$ cat src/rtl/psum_bank_pkg.sv
// Shared types and default sizing for the partial-sum accumulator bank.
// Defaults follow the ReLU node count and layer-1 datapath widths.
package psum_bank_pkg;

    typedef enum logic [1:0] {
        PsumIdle = 2'd0,
        PsumAcc  = 2'd1,
        PsumOut  = 2'd2
    } psum_state_e;

    // Per-lane operation issued by the bank controller each cycle.
    typedef enum logic [1:0] {
        LaneHold  = 2'd0,
        LaneClear = 2'd1,
        LaneLoad  = 2'd2,
        LaneAdd   = 2'd3
    } lane_op_e;

    localparam int unsigned RELU_NODES    = 4;
    localparam int unsigned LAYER_1_IN_W  = 8;
    localparam int unsigned LAYER_1_OUT_W = 16;
    localparam int unsigned LAYER_1_TERMS = 16;

endpackage

$ cat src/rtl/psum_lane.sv
// Single accumulator lane: sign-extended bias load, add, sticky overflow.
// PSUM_SATURATE_EN selects clamping on overflow; otherwise the lane wraps.
module psum_lane
    import psum_bank_pkg::*;
#(
    parameter int unsigned IN_W  = 8,
    parameter int unsigned OUT_W = 16
) (
    input  logic             clk,
    input  logic             clr_n,
    input  logic [1:0]       op,
    input  logic [IN_W-1:0]  bias,
    input  logic [IN_W-1:0]  weight,
    output logic [OUT_W-1:0] sum,
    output logic             ovf
);

`ifdef PSUM_SATURATE_EN
    localparam logic [OUT_W-1:0] SAT_MAX = {1'b0, {(OUT_W-1){1'b1}}};
    localparam logic [OUT_W-1:0] SAT_MIN = {1'b1, {(OUT_W-1){1'b0}}};
`endif

    lane_op_e                op_e;
    logic signed [IN_W-1:0]  bias_s;
    logic signed [IN_W-1:0]  weight_s;
    logic signed [OUT_W-1:0] acc_q;
    logic signed [OUT_W-1:0] acc_d;
    logic signed [OUT_W:0]   wide;
    logic                    ovf_q;
    logic                    ovf_d;
    logic                    step_ovf;

    assign op_e     = lane_op_e'(op);
    assign bias_s   = bias;
    assign weight_s = weight;

    // One guard bit: the sum left the OUT_W range when the top two bits differ.
    assign wide     = (OUT_W+1)'(acc_q) + (OUT_W+1)'(weight_s);
    assign step_ovf = wide[OUT_W] ^ wide[OUT_W-1];

    always_comb begin
        acc_d = acc_q;
        ovf_d = ovf_q;
        unique case (op_e)
            LaneClear: begin
                acc_d = '0;
                ovf_d = 1'b0;
            end
            LaneLoad: begin
                acc_d = OUT_W'(bias_s);
                ovf_d = 1'b0;
            end
            LaneAdd: begin
                acc_d = wide[OUT_W-1:0];
                if (step_ovf) begin
                    ovf_d = 1'b1;
`ifdef PSUM_SATURATE_EN
                    acc_d = wide[OUT_W] ? SAT_MIN : SAT_MAX;
`endif
                end
            end
            default: begin
            end
        endcase
    end

    always_ff @(posedge clk or negedge clr_n) begin
        if (!clr_n) begin
            acc_q <= '0;
            ovf_q <= 1'b0;
        end else begin
            acc_q <= acc_d;
            ovf_q <= ovf_d;
        end
    end

    assign sum = acc_q;
    assign ovf = ovf_q;

endmodule

$ cat src/rtl/psum_bank.sv
// Partial-sum accumulator bank: bias load, TERMS-word accumulation, held output.
// Define PSUM_SATURATE_EN to make every lane saturate instead of wrapping.
module psum_bank
    import psum_bank_pkg::*;
#(
    parameter int unsigned NODES = RELU_NODES,
    parameter int unsigned IN_W  = LAYER_1_IN_W,
    parameter int unsigned OUT_W = LAYER_1_OUT_W,
    parameter int unsigned TERMS = LAYER_1_TERMS
) (
    input  logic                   clk,
    input  logic                   clr_n,
    input  logic                   flush,
    input  logic                   bias_valid,
    input  logic [NODES*IN_W-1:0]  bias_in,
    input  logic                   in_valid,
    output logic                   in_ready,
    input  logic [NODES*IN_W-1:0]  weights_in,
    output logic                   sum_valid,
    input  logic                   sum_ready,
    output logic [NODES*OUT_W-1:0] sum_out,
    output logic [NODES-1:0]       ovf,
    output logic                   busy
);

    localparam int unsigned CNT_W = $clog2(TERMS + 1);

    psum_state_e      state_q;
    psum_state_e      state_d;
    logic [CNT_W-1:0] cnt_q;
    logic [CNT_W-1:0] cnt_d;
    logic             accept;
    logic             last_word;
    logic             load;
    lane_op_e         lane_op;

    // Handshake outputs depend on registered state only.
    assign in_ready  = (state_q == PsumAcc);
    assign sum_valid = (state_q == PsumOut);
    assign busy      = (state_q != PsumIdle);

    assign accept    = in_valid & in_ready & ~flush;
    assign last_word = accept & (cnt_q == CNT_W'(TERMS - 1));
    assign load      = ~flush & bias_valid &
                       ((state_q == PsumIdle) | ((state_q == PsumOut) & sum_ready));

    always_comb begin
        state_d = state_q;
        cnt_d   = cnt_q;
        if (flush) begin
            state_d = PsumIdle;
            cnt_d   = '0;
        end else begin
            unique case (state_q)
                PsumIdle: begin
                    if (bias_valid) begin
                        state_d = PsumAcc;
                        cnt_d   = '0;
                    end
                end
                PsumAcc: begin
                    if (accept) begin
                        cnt_d = cnt_q + CNT_W'(1);
                        if (last_word) begin
                            state_d = PsumOut;
                        end
                    end
                end
                PsumOut: begin
                    if (sum_ready) begin
                        if (bias_valid) begin
                            state_d = PsumAcc;
                            cnt_d   = '0;
                        end else begin
                            state_d = PsumIdle;
                        end
                    end
                end
                default: begin
                    state_d = PsumIdle;
                    cnt_d   = '0;
                end
            endcase
        end
    end

    always_comb begin
        lane_op = LaneHold;
        if (flush) begin
            lane_op = LaneClear;
        end else if (load) begin
            lane_op = LaneLoad;
        end else if (accept) begin
            lane_op = LaneAdd;
        end
    end

    always_ff @(posedge clk or negedge clr_n) begin
        if (!clr_n) begin
            state_q <= PsumIdle;
            cnt_q   <= '0;
        end else begin
            state_q <= state_d;
            cnt_q   <= cnt_d;
        end
    end

    for (genvar i = 0; i < NODES; i++) begin : g_lane
        psum_lane #(
            .IN_W  (IN_W),
            .OUT_W (OUT_W)
        ) u_lane (
            .clk    (clk),
            .clr_n  (clr_n),
            .op     (lane_op),
            .bias   (bias_in[i*IN_W +: IN_W]),
            .weight (weights_in[i*IN_W +: IN_W]),
            .sum    (sum_out[i*OUT_W +: OUT_W]),
            .ovf    (ovf[i])
        );
    end

endmodule

$ cat config.mk
export PLATFORM = sky130hd
export DESIGN_NAME = psum_bank
export DESIGN_NICKNAME = d
export VERILOG_FILES = /design/src/rtl/psum_bank_pkg.sv /design/src/rtl/psum_lane.sv /design/src/rtl/psum_bank.sv
export SDC_FILE = /design/constraint.sdc
export NUM_CORES = 1
export LEC_CHECK = 0
export CORE_AREA = 8 8 124 126
export CTS_CLUSTER_SIZE = 12
export DETAILED_ROUTE_END_ITERATION = 10
export DIE_AREA = 0 0 132 134
export PLACE_DENSITY = 0.78
export RECOVER_POWER = 50
export SLEW_MARGIN = 10
export SYNTH_ARGS = -nofsm -noshare
export SYNTH_HDL_FRONTEND = slang
export SYNTH_SLANG_ARGS = --single-unit
$ cat constraint.sdc
create_clock -name clk -period 2.5 [get_ports clk]
set_clock_uncertainty 0.15 [all_clocks]
set_input_delay 0.5 -clock clk [delete_from_list [all_inputs] [get_ports clk]]
set_output_delay 0.5 -clock clk [all_outputs]
set_load 0.05 [all_outputs]
-- After elaboration in Yosys (flattened, before gate mapping)
Cells that the tools add are included.
- word-level logic and storage cells: 79
- memory bits (writable): 0
- input port bits: 70
- ROM bits: 0
- memories kept: 0
- register bits after elaboration: 75
- latch bits: 0
- order comparisons: 0
- bitwise operators: 12
- multipliers: 0
- eq/ne operators: 14
- shift operators: 0
- add/subtract/negate cells: 5
- reduce and logical (&&, ||, !) cells: 11
- mux-type cells: 27
- div/mod/pow operators: 0
- operator list (kind ; number):
    $pmux 16 s3 ; 4
    $add 16x8->17 ; 4
    $mux 5 ; 4
    $mux 2 ; 8
    $pmux 5 s3 ; 1
    $reduce_and 2->1 ; 5
    $ne 3x2->1 const B ; 3
    $ne 2x1->1 const B ; 4
    $pmux 1 s2 ; 4
    $and 1x1->1 ; 6
    $eq 2x2->1 const B ; 3
    $pmux 2 s3 ; 1
    $add 5x1->5 const B ; 1
    $eq 5x4->1 const B ; 1
    $mux 1 ; 5
    $eq 2x1->1 const B ; 2
    $reduce_and 4->1 ; 1
    $reduce_bool 2->1 ; 2
    $xor 1x1->1 ; 4
    $ne 3x3->1 const B ; 1
    $reduce_bool 3->1 ; 1
    $logic_not 2->1 ; 1
    $reduce_or 2->1 ; 1
    $not 1->1 ; 1
    $or 1x1->1 ; 1

-- Depth between registers and ports, before layout
- word-level depth: 10
- gate-level depth with buffers: 11
- mapped depth without buffers: 11

-- Cells and area by module
Synthesis repeated with hierarchy kept, for this count alone.
- cell total of the unflattened synthesis: 745
- area total of the unflattened synthesis: 6582.6 um^2
- by module, submodules not included (module ; cells each ; area an instance (um^2) ; instances):
    psum_lane at g_lane[2].u_lane ... ; 176 ; 1550.2 ; 2
    psum_lane at g_lane[1].u_lane ; 176 ; 1539.0 ; 1
    psum_lane at g_lane[0].u_lane ; 173 ; 1517.7 ; 1
    psum_bank ; 44 ; 425.4 ; 1

-- Least setup slack after synthesis
OpenSTA, ideal clock, no wires.
- path type: register -> register
- start: reg g_lane[0].u_lane.acc_q[0]
- end: reg g_lane[0].u_lane.ovf_q
- buffers on the path: 0
- setup time: 0.083 ns
- path slack: -0.403 ns
- data required time: 2.267 ns
- clock period less this slack: 2.903 ns
- stages on the path, launching flop included: 11
- arrival: 2.671 ns
- cell sequence: dfrtp_1 -> ha_1 -> inv_1 -> fa_1 -> nand2b_1 -> a21oi_1 -> o22ai_1 -> o311a_1 -> o31a_1 -> xnor2_1 -> o21ai_0
- word-level cells in the longest chain between the ends: 4
- RTL lines (element ; RTL line ; RTL):
    from (decl) ; psum_lane.sv:26 ; logic signed [OUT_W-1:0] acc_q;
    from (signal assigned) ; psum_lane.sv:69 ; acc_q <= '0;
    from (signal assigned) ; psum_lane.sv:72 ; acc_q <= acc_d;
    $add 16x8->17 ; psum_lane.sv:38 ; assign wide = (OUT_W+1)'(acc_q) + (OUT_W+1)'(weight_s);
    $xor 1x1->1 ; psum_lane.sv:39 ; assign step_ovf = wide[OUT_W] ^ wide[OUT_W-1];
    $ne 2x1->1 (no line) ; - ;
    $reduce_and 2->1 (no line) ; - ;
    to (signal assigned) ; psum_lane.sv:73 ; ovf_q <= ovf_d;
    to (decl) ; psum_lane.sv:29 ; logic ovf_q;
No other way between the ends.
A chain may end at the register's enable or synchronous reset.

-- Final worst setup path
- start: reg g_lane[3].u_lane.acc_q[0]
- end: reg g_lane[3].u_lane.acc_q[14]
- word-level cells in the longest chain between the ends: 2
- RTL lines (element ; RTL line ; RTL):
    from (decl) ; psum_lane.sv:26 ;
    from (signal assigned) ; psum_lane.sv:69 ;
    from (signal assigned) ; psum_lane.sv:72 ;
    $add 16x8->17 ; psum_lane.sv:38 ;
    $pmux 16 s3 ; psum_lane.sv:44 ; unique case (op_e)
No other way between the ends.

==> results.md <==
Status:
- The run finished, with violations left.
- The checks that failed: setup timing.

Cells and area:
- In the layout the commonest cells are buf_4 (169), clkdlybuf4s50_1 (92), a21oi_1 (81).
- The layout cell share with drive strength beyond 1 is 28.35%.
- The filler cell count is 960.
- Cells fill 73.78% of the core in the end.
- The number of nets in the final layout is 1168.
- The commonest non-fill, non-tap cell in the layout is buf_4.
- From synthesis to final layout, the design area changed by 60.48%.
- The post-route cell area is 0.009963 sq mm.

Routing:
- The number of DRC violations after detailed routing is 0.
- In the final routed layout, each cell accounts on average for 18.15 um.
- The total detailed-routing wirelength is 21.98 mm.
- The first TritonRoute pass finished after 6 iterations.
- The antenna violation net count after detailed routing is 0.
- The routed layout has 6955 vias.
- The DRC violation total after the first TritonRoute iteration is 483.
- The ratio of routed vias to standard cells is 5.743.

Critical path:
- The critical register-to-register path endpoint is g_lane[3].u_lane.sum[14].
- The endpoint class of the critical path is a flip-flop.
- Data on the critical path arrives at its endpoint at 2.66 ns.
- The register-to-register path setup slack is -0.07 ns.
- The start-to-end type of the worst setup path is reg2reg.
- The number of cells on the worst reg-to-reg path is 10.
- The data required time of the critical path is 2.59 ns.
- In this run the worst path has a maximum fanout of 4.
- The worst register-to-register path begins at g_lane[3].u_lane.sum[0].
- STA classifies the critical path startpoint as a flip-flop.

Floorplan:
- The die is 134 um tall.
- The initial utilization of the core area, before any placement, comes to 45.97%.
- The total number of placement rows is 43.
- The floorplan die area is 0.01769 sq mm.
- The count of pins on the block boundary is 141.
- The total area inside the core boundary comes to 0.01350 sq mm.
- The floorplan die width is 132 um.

Place:
- The estimated wirelength of the detail-placed design is 15.44 mm.
- The quantity of I/O buffers inserted on ports is 140.
- The cell area after placement is 0.009051 sq mm.
- Prior to clock tree synthesis, the placed netlist has a worst setup slack of -0.6211 ns.
- Routability-driven placement finished with a final weighted congestion of 0.9257.

Clock network:
- The clock-pin transition on the worst setup and hold timing paths is 0.06 ns.
- The later-pin clock latency in the skew report is 0.35 ns.
- The TritonCTS clock tree is built.
- The tree built by TritonCTS fans out to 75 sinks.
- In this run the clock root is driven by a clkbuf_16.
- The clock buffer count from CTS is 9.
- Counting along the longest clock path gives a buffer depth of 2.
- The level count of the clock H-tree is 3.

Timing:
- Setup repair after global routing could not meet its margin everywhere.
- Setup violations remaining at the end of the flow were counted as 2.
- The max-slew violation total from the final report is 0.
- Once routing completed, OpenROAD measured the worst setup slack at -0.07368 ns.
- The final critical delay including setup and external delays is 2.574 ns.
- At the pin with the least slew margin, the transition time is 0.8351 ns.
- Hold is met by 0.3413 ns.
- The ratio of final minimum period to clock period is 102.9%.
- Static timing analysis puts the maximum clock frequency at 388.5 MHz.
- The number of hold violations in the final report was 0.
- The worst slew margin relative to its limit is 44.33%.

Global routing:
- Entering global routing, the biggest net connects 44 pins.
- The first global-routing pass estimated 34.42 mm of wire.
- The initial antenna violation count is 2.
- Global routing consumed, over all layers together, 23.72% of the routing resources.
- For this run the aggregate overflow at the end of global routing stands at 0.
- The via count of the first global-routing pass is 6981.

Synthesis:
- The portion of synthesized cell area occupied by the leading cell type is 30.23%.
- The dominant register cell in the synthesized netlist is dfrtp_1.
- The fraction of the yosys area taken by sequential cells is 30.23%.
- The count of flip-flops with a built-in enable after synthesis is 0.
- After synthesis, the share of flip-flops with an asynchronous set or reset is 100.0%.
- The synthesized net count is 869.
- The cell count after synthesis is 726.
- Synthesis instantiated 60 different standard cells from the library.
- In this run the mean area of a mapped cell was 8.552 sq um.
- In this run the cell area of the synthesized design comes to 0.006208 sq mm.
- The post-synthesis register bit count is 75.
- The library cell occupying the most area in the post-synthesis netlist is dfrtp_1.
- Yosys printed 0 warnings.
- Ranked by total cell area, the synthesized netlist is headed by dfrtp_1 (30%), ha_1 (14%), a21oi_1 (7.4%).

Min path:
- The endpoint with the worst hold slack is cnt_q[4].
- The beginning of the worst hold path is cnt_q[4].
- The worst hold path was traced through 2 stages.
- The path class of the tightest hold or removal check is reg2reg.

Power:
- The leakage power figure is 0.004571 uW.
- Power comes to 8070 uW.
- The power density of the placed cells is 810.0 mW/mm^2.
- VDD sags by at most 0.3575 mV.

Flow run:
- The max-cap violation count is 0.
## where the power goes
part | leakage (uW) | switching, uW | internal, uW
logic | 0.00344 | 2600 | 2110
clock network | 0.000179 | 560 | 1110
registers | 0.000954 | 245 | 1450
## routing by layer
layer | part of all wire, % | vias up | global-route usage [%]
met4 | 2.0 | 2 | 8.551
met5 | 0.059 | - | 0
li1 | - | 3299 | -
met3 | 6.2 | 39 | 5.946
met2 | 49 | 243 | 40.35
met1 | 42 | 3372 | 28.48
## state kept, by name, indices dropped and copies added (netlist names)
| signal | flops |
|---|---|
| g_lane.u_lane.ovf | 4 |
| state_q | 2 |
| cnt_q | 5 |
| g_lane.u_lane.sum | 64 |
## cell families after synthesis
kind of cell / count (synthesis) / synth area share, %
compound gates: 286 / 29.85
xor+xnor: 50 / 7.054
fa+ha+maj: 73 / 15.20
buf+inv: 71 / 4.534
flops: 75 / 30.23
mux: 2 / 0.3426
simple gates: 169 / 12.80
## cell usage after synthesis, types with 2 or more instances
library cell / count
a2111o_1: 2
dfrtp_1: 75
nand3_1: 8
nand4_1: 7
nor3_1: 10
clkbuf_1: 20
nor2_1: 33
inv_1: 43
nor2b_1: 9
a221oi_1: 18
a31oi_1: 6
a31o_2: 2
xnor2_1: 33
a211oi_1: 15
or3_1: 3
a21o_1: 16
a2bb2oi_1: 10
fa_1: 4
a211o_1: 4
nand2b_1: 10
o211ai_1: 8
a21oi_1: 92
o21bai_1: 4
a221o_1: 3
o211a_1: 3
or2_2: 2
xor2_1: 17
a22oi_1: 11
nor4_1: 2
o31ai_1: 4
o22ai_1: 10
nand4b_1: 2
and3_1: 5
buf_1: 3
o21a_1: 11
buf_4: 4
ha_1: 69
o21ai_0: 56
nand2_1: 71
## worst max-delay path by stage
stage,start,to,slack [ns],cells after the start
after floorplan,g_lane[0].u_lane.sum[0],g_lane[0].u_lane.ovf,-0.10,10
after detailed placement,weights_in[16],g_lane[2].u_lane.ovf,-0.62,12
final,g_lane[3].u_lane.sum[0],g_lane[3].u_lane.sum[14],-0.07,10
after global routing,g_lane[3].u_lane.sum[0],g_lane[3].u_lane.sum[14],-0.14,10
after global placement,weights_in[0],g_lane[0].u_lane.sum[13],-0.56,10
after CTS,weights_in[19],g_lane[2].u_lane.ovf,-0.002,10
## what timing repair did
item | in CTS | in global routing
setup buffers | 6 | 8
endpoints found under the setup margin | 59 | 68
hold buffers | 1 | 0
gates resized for setup | 54 | 52
endpoints found under the hold margin | 32 | 0
pin swaps | 28 | 37
## critical path, stage by stage (launching register included)
cell	delay [ns]
dfrtp_2	0.43
ha_4	0.17
inv_2	0.05
fa_2	0.22
nor2b_4	0.06
o31ai_4	0.27
nand2_2	0.10
a221o_1	0.31
a21o_1	0.20
a2111o_1	0.38
o211a_1	0.14
## stage by stage
| stage | TNS (ns) | cells |
|---|---|---|
| 2_1_floorplan | -0.3657 | 726 |
| 3_3_place_gp | -30.90 | 1179 |
| 3_5_place_dp | -30.80 | 1179 |
| 4_1_cts | -0.001755 | 1202 |
| 5_1_grt | -1.574 | 1211 |
| 6_report | -0.1229 | 1211 |
## area by class of cell
| cell class | count | area [sq um] | area share, % |
|---|---|---|---|
| multi-input cells | 580 | 4573 | 45.90 |
| well taps | 180 | 225.2 | 2.260 |
| inverters | 44 | 172.7 | 1.733 |
| flip-flops and latches | 75 | 1894 | 19.01 |
| diodes | 1 | 2.502 | 0.02512 |
| repair buffers | 315 | 2720 | 27.30 |
| clock buffers | 10 | 239.0 | 2.399 |
| clock inverters | 6 | 136.4 | 1.369 |
No activity file was read; power rests on OpenSTA's default activity.
==> RTL edit: new RTL, same settings <==
The option `PSUM_SATURATE_EN` is turned on by a define.
--- a/src/rtl/psum_lane.sv
+++ b/src/rtl/psum_lane.sv
@@ -1,5 +1,7 @@
 // Single accumulator lane: sign-extended bias load, add, sticky overflow.
 // PSUM_SATURATE_EN selects clamping on overflow; otherwise the lane wraps.
+`define PSUM_SATURATE_EN
+
 module psum_lane
     import psum_bank_pkg::*;
 #(
Behaviour: same outputs for any inputs over 4 cycles, from zero or initial values; that may be too few to reach the edited logic, so the function may still have changed.
==> RTL edit against the original RTL <==
  * The flow still finishes with violations (negative setup slack)
  * Final area up 24%
  * Worst hold slack worse by 0.0052 ns
  * Total power up 12%
  * Die area unchanged
  * Synthesized area up 6.6%
  * Worst setup slack worse by 0.35 ns
  * Wire length up 56%
  * Core utilization up 18 points
  * Count of clock-buffer cells in the layout up 4
  * Sequential cell count unchanged
  * Maximum frequency down 12%
==> RTL edit: results (changes against the original RTL) <==
post-layout net count = 1353 (+16%)
overall routed net length = 34.4 mm (+56%)
number of H-tree levels = 3 (unchanged)
final-layout worst hold slack = 0.336 ns (-0.00520 ns)
ratio of cells with drive above 1 in the final layout = 50.0% (+22 points)
ys flop type = sky130_fd_sc_hd__dfrtp_1
summed negative setup slack over all endpoints = -13.74 ns (-13.61 ns)
initial antenna violation count = 0 (-2)
1st-pass router iterations = 6 (unchanged)
violated checks = negative setup slack
worst setup path start = g_lane[2].u_lane.sum[9]$_DFFE_PN0P_
Setup WS post-layout = -0.420 ns (-0.346 ns)
Post-DP HPWL = 16.8 mm (+9.0%)
number of vias in the routed layout = 9082 (+31%)
Worst IR Drop VDD = 0.576 mV (+61%)
number of global-route vias before repair = 9018 (+29%)
routed length on met1 = 12.0 mm (+29%)
CP Capture Type = register
top cells by area in the synthesized netlist = sky130_fd_sc_hd__dfrtp_1 (28%), sky130_fd_sc_hd__ha_1 (13%), sky130_fd_sc_hd__a21oi_1 (6.9%), sky130_fd_sc_hd__nand2_1 (5.0%), sky130_fd_sc_hd__xnor2_1 (4.1%)
number of violations reported at the end of detailed-routing iteration 0 = 1011 (+110%)
max reg flops = 64 (unchanged)
Final setup viols = 64 (+62)
Cell variety after synth = 64 (+6.7%)
Overall Global Routing Usage = 30.0% (+6.3 points)
status = finished with violations
total cell area at the placement stage = 0.0105 sq mm (+16%)
Synthesized Nets = 931 (+7.1%)
maximum number of pins on one net before global-route repair = 47 (+6.8%)
Critical Path Fanout Max = 4 (unchanged)
topmost layer with routed signal wires = met4
TritonCTS buffer count = 9 (unchanged)
sequential element share of the synthesized area = 28.4% (-1.9 points)
n_diodes = 0 (-1)
worst r2r path cells = 11 (+1)
wire length of the first global-routing pass = 43.9 mm (+28%)
worst-skew pair later-pin latency = 0.37 ns (+0.02 ns)
max-slew headroom at the worst pin = 41.6% (-2.7 points)
Post-synth top cells = sky130_fd_sc_hd__a21oi_1 (91), sky130_fd_sc_hd__nand2_1 (89), sky130_fd_sc_hd__dfrtp_1 (75), sky130_fd_sc_hd__ha_1 (69)
kind of path behind the tightest hold check = register to register
final weighted congestion in routability-driven placement = 0.935 (+0.96%)
endpoint of the lowest-slack register-to-register path = g_lane[2].u_lane.sum[6]$_DFFE_PN0P_
wire length on met2 = 16.7 mm (+54%)
Critical Path AT = 3.04 ns (+0.38 ns)
Leak = 5.32 nW (+16%)
sum of met3 wire segment lengths after detailed routing = 3.11 mm (+130%)
==> RTL edit: metrics by stage <==
step           instances  setup WS, ns
6_report            1395        -0.420
5_1_grt             1395        -0.495
4_1_cts             1366        -0.206
3_5_place_dp        1326        -0.906
3_3_place_gp        1326        -0.782
2_1_floorplan        788        -0.259
==> RTL edit: timing repair <==
item | CTS | global route
gates resized for setup | 178 | 120
endpoints found under the hold margin | 29 | 0
setup buffers | 22 | 31
hold buffers | 1 | 0
cloned | 2 | 0
pin swaps | 111 | 107
endpoints found under the setup margin | 68 | 67
==> RTL edit: kinds of logic after synthesis <==
family,share of synthesized area (%)
AO/OA/AOI/OAI,29.2
XOR/XNOR,6.07
multiplexers,0.473
buffers and inverters,4.84
AND/OR/NAND/NOR,16.8
flip-flops,28.4
adder cells (fa/ha/maj),14.3
==> RTL edit: final cells by class <==
class                   instances  area (sq um)
multi-input cells             639          5960
repair buffers                435          3810
flip-flops and latches         75          1940
fillers                       501          1110
clock buffers                  14           264
well taps                     180           225
inverters                      50           190
clock inverters                 2          10.0
==> RTL edit: power by group <==
| group | internal [mW] | switching, mW | leakage, nW |
|---|---|---|---|
| Clock | 0.725 | 0.586 | 0.137 |
| Combinational | 2.78 | 3.30 | 4.29 |
| Sequential | 1.44 | 0.232 | 0.894 |
| Total | 4.94 | 4.12 | 5.32 |
==> RTL edit: how the worst min path moves through the flow <==
stage / startpoint / to / cells after the start
detailed placement: clr_n / state_q[1]$_DFFE_PN0P_ / 1
global placement: cnt_q[3]$_DFFE_PN0P_ / cnt_q[3]$_DFFE_PN0P_ / 1
global route: cnt_q[3]$_DFFE_PN0P_ / cnt_q[3]$_DFFE_PN0P_ / 1
finish: cnt_q[3]$_DFFE_PN0P_ / cnt_q[3]$_DFFE_PN0P_ / 1
CTS: cnt_q[3]$_DFFE_PN0P_ / cnt_q[3]$_DFFE_PN0P_ / 1
floorplan: clr_n / cnt_q[0]$_DFFE_PN0P_ / 0
==> RTL edit: per-layer routing <==
metal / vias up / track usage [%]
met2: 761 / 54.4
met4: 0 / 16.1
li1: 3721 / -
met5: - / 0
met3: 279 / 5.46
met1: 4321 / 32.8
==> RTL edit: worst max-delay path, cell delays in order, from the launching register on <==
cell                      delay (ns)
sky130_fd_sc_hd__dfrtp_2        0.43
sky130_fd_sc_hd__ha_4           0.29
sky130_fd_sc_hd__buf_4          0.16
sky130_fd_sc_hd__nand2_2        0.08
sky130_fd_sc_hd__o21a_1         0.21
sky130_fd_sc_hd__o21ai_2        0.22
sky130_fd_sc_hd__a311o_1        0.31
sky130_fd_sc_hd__mux2i_2        0.33
sky130_fd_sc_hd__and2_4         0.25
sky130_fd_sc_hd__buf_12         0.13
sky130_fd_sc_hd__nand2_2        0.05
sky130_fd_sc_hd__a32oi_1        0.22
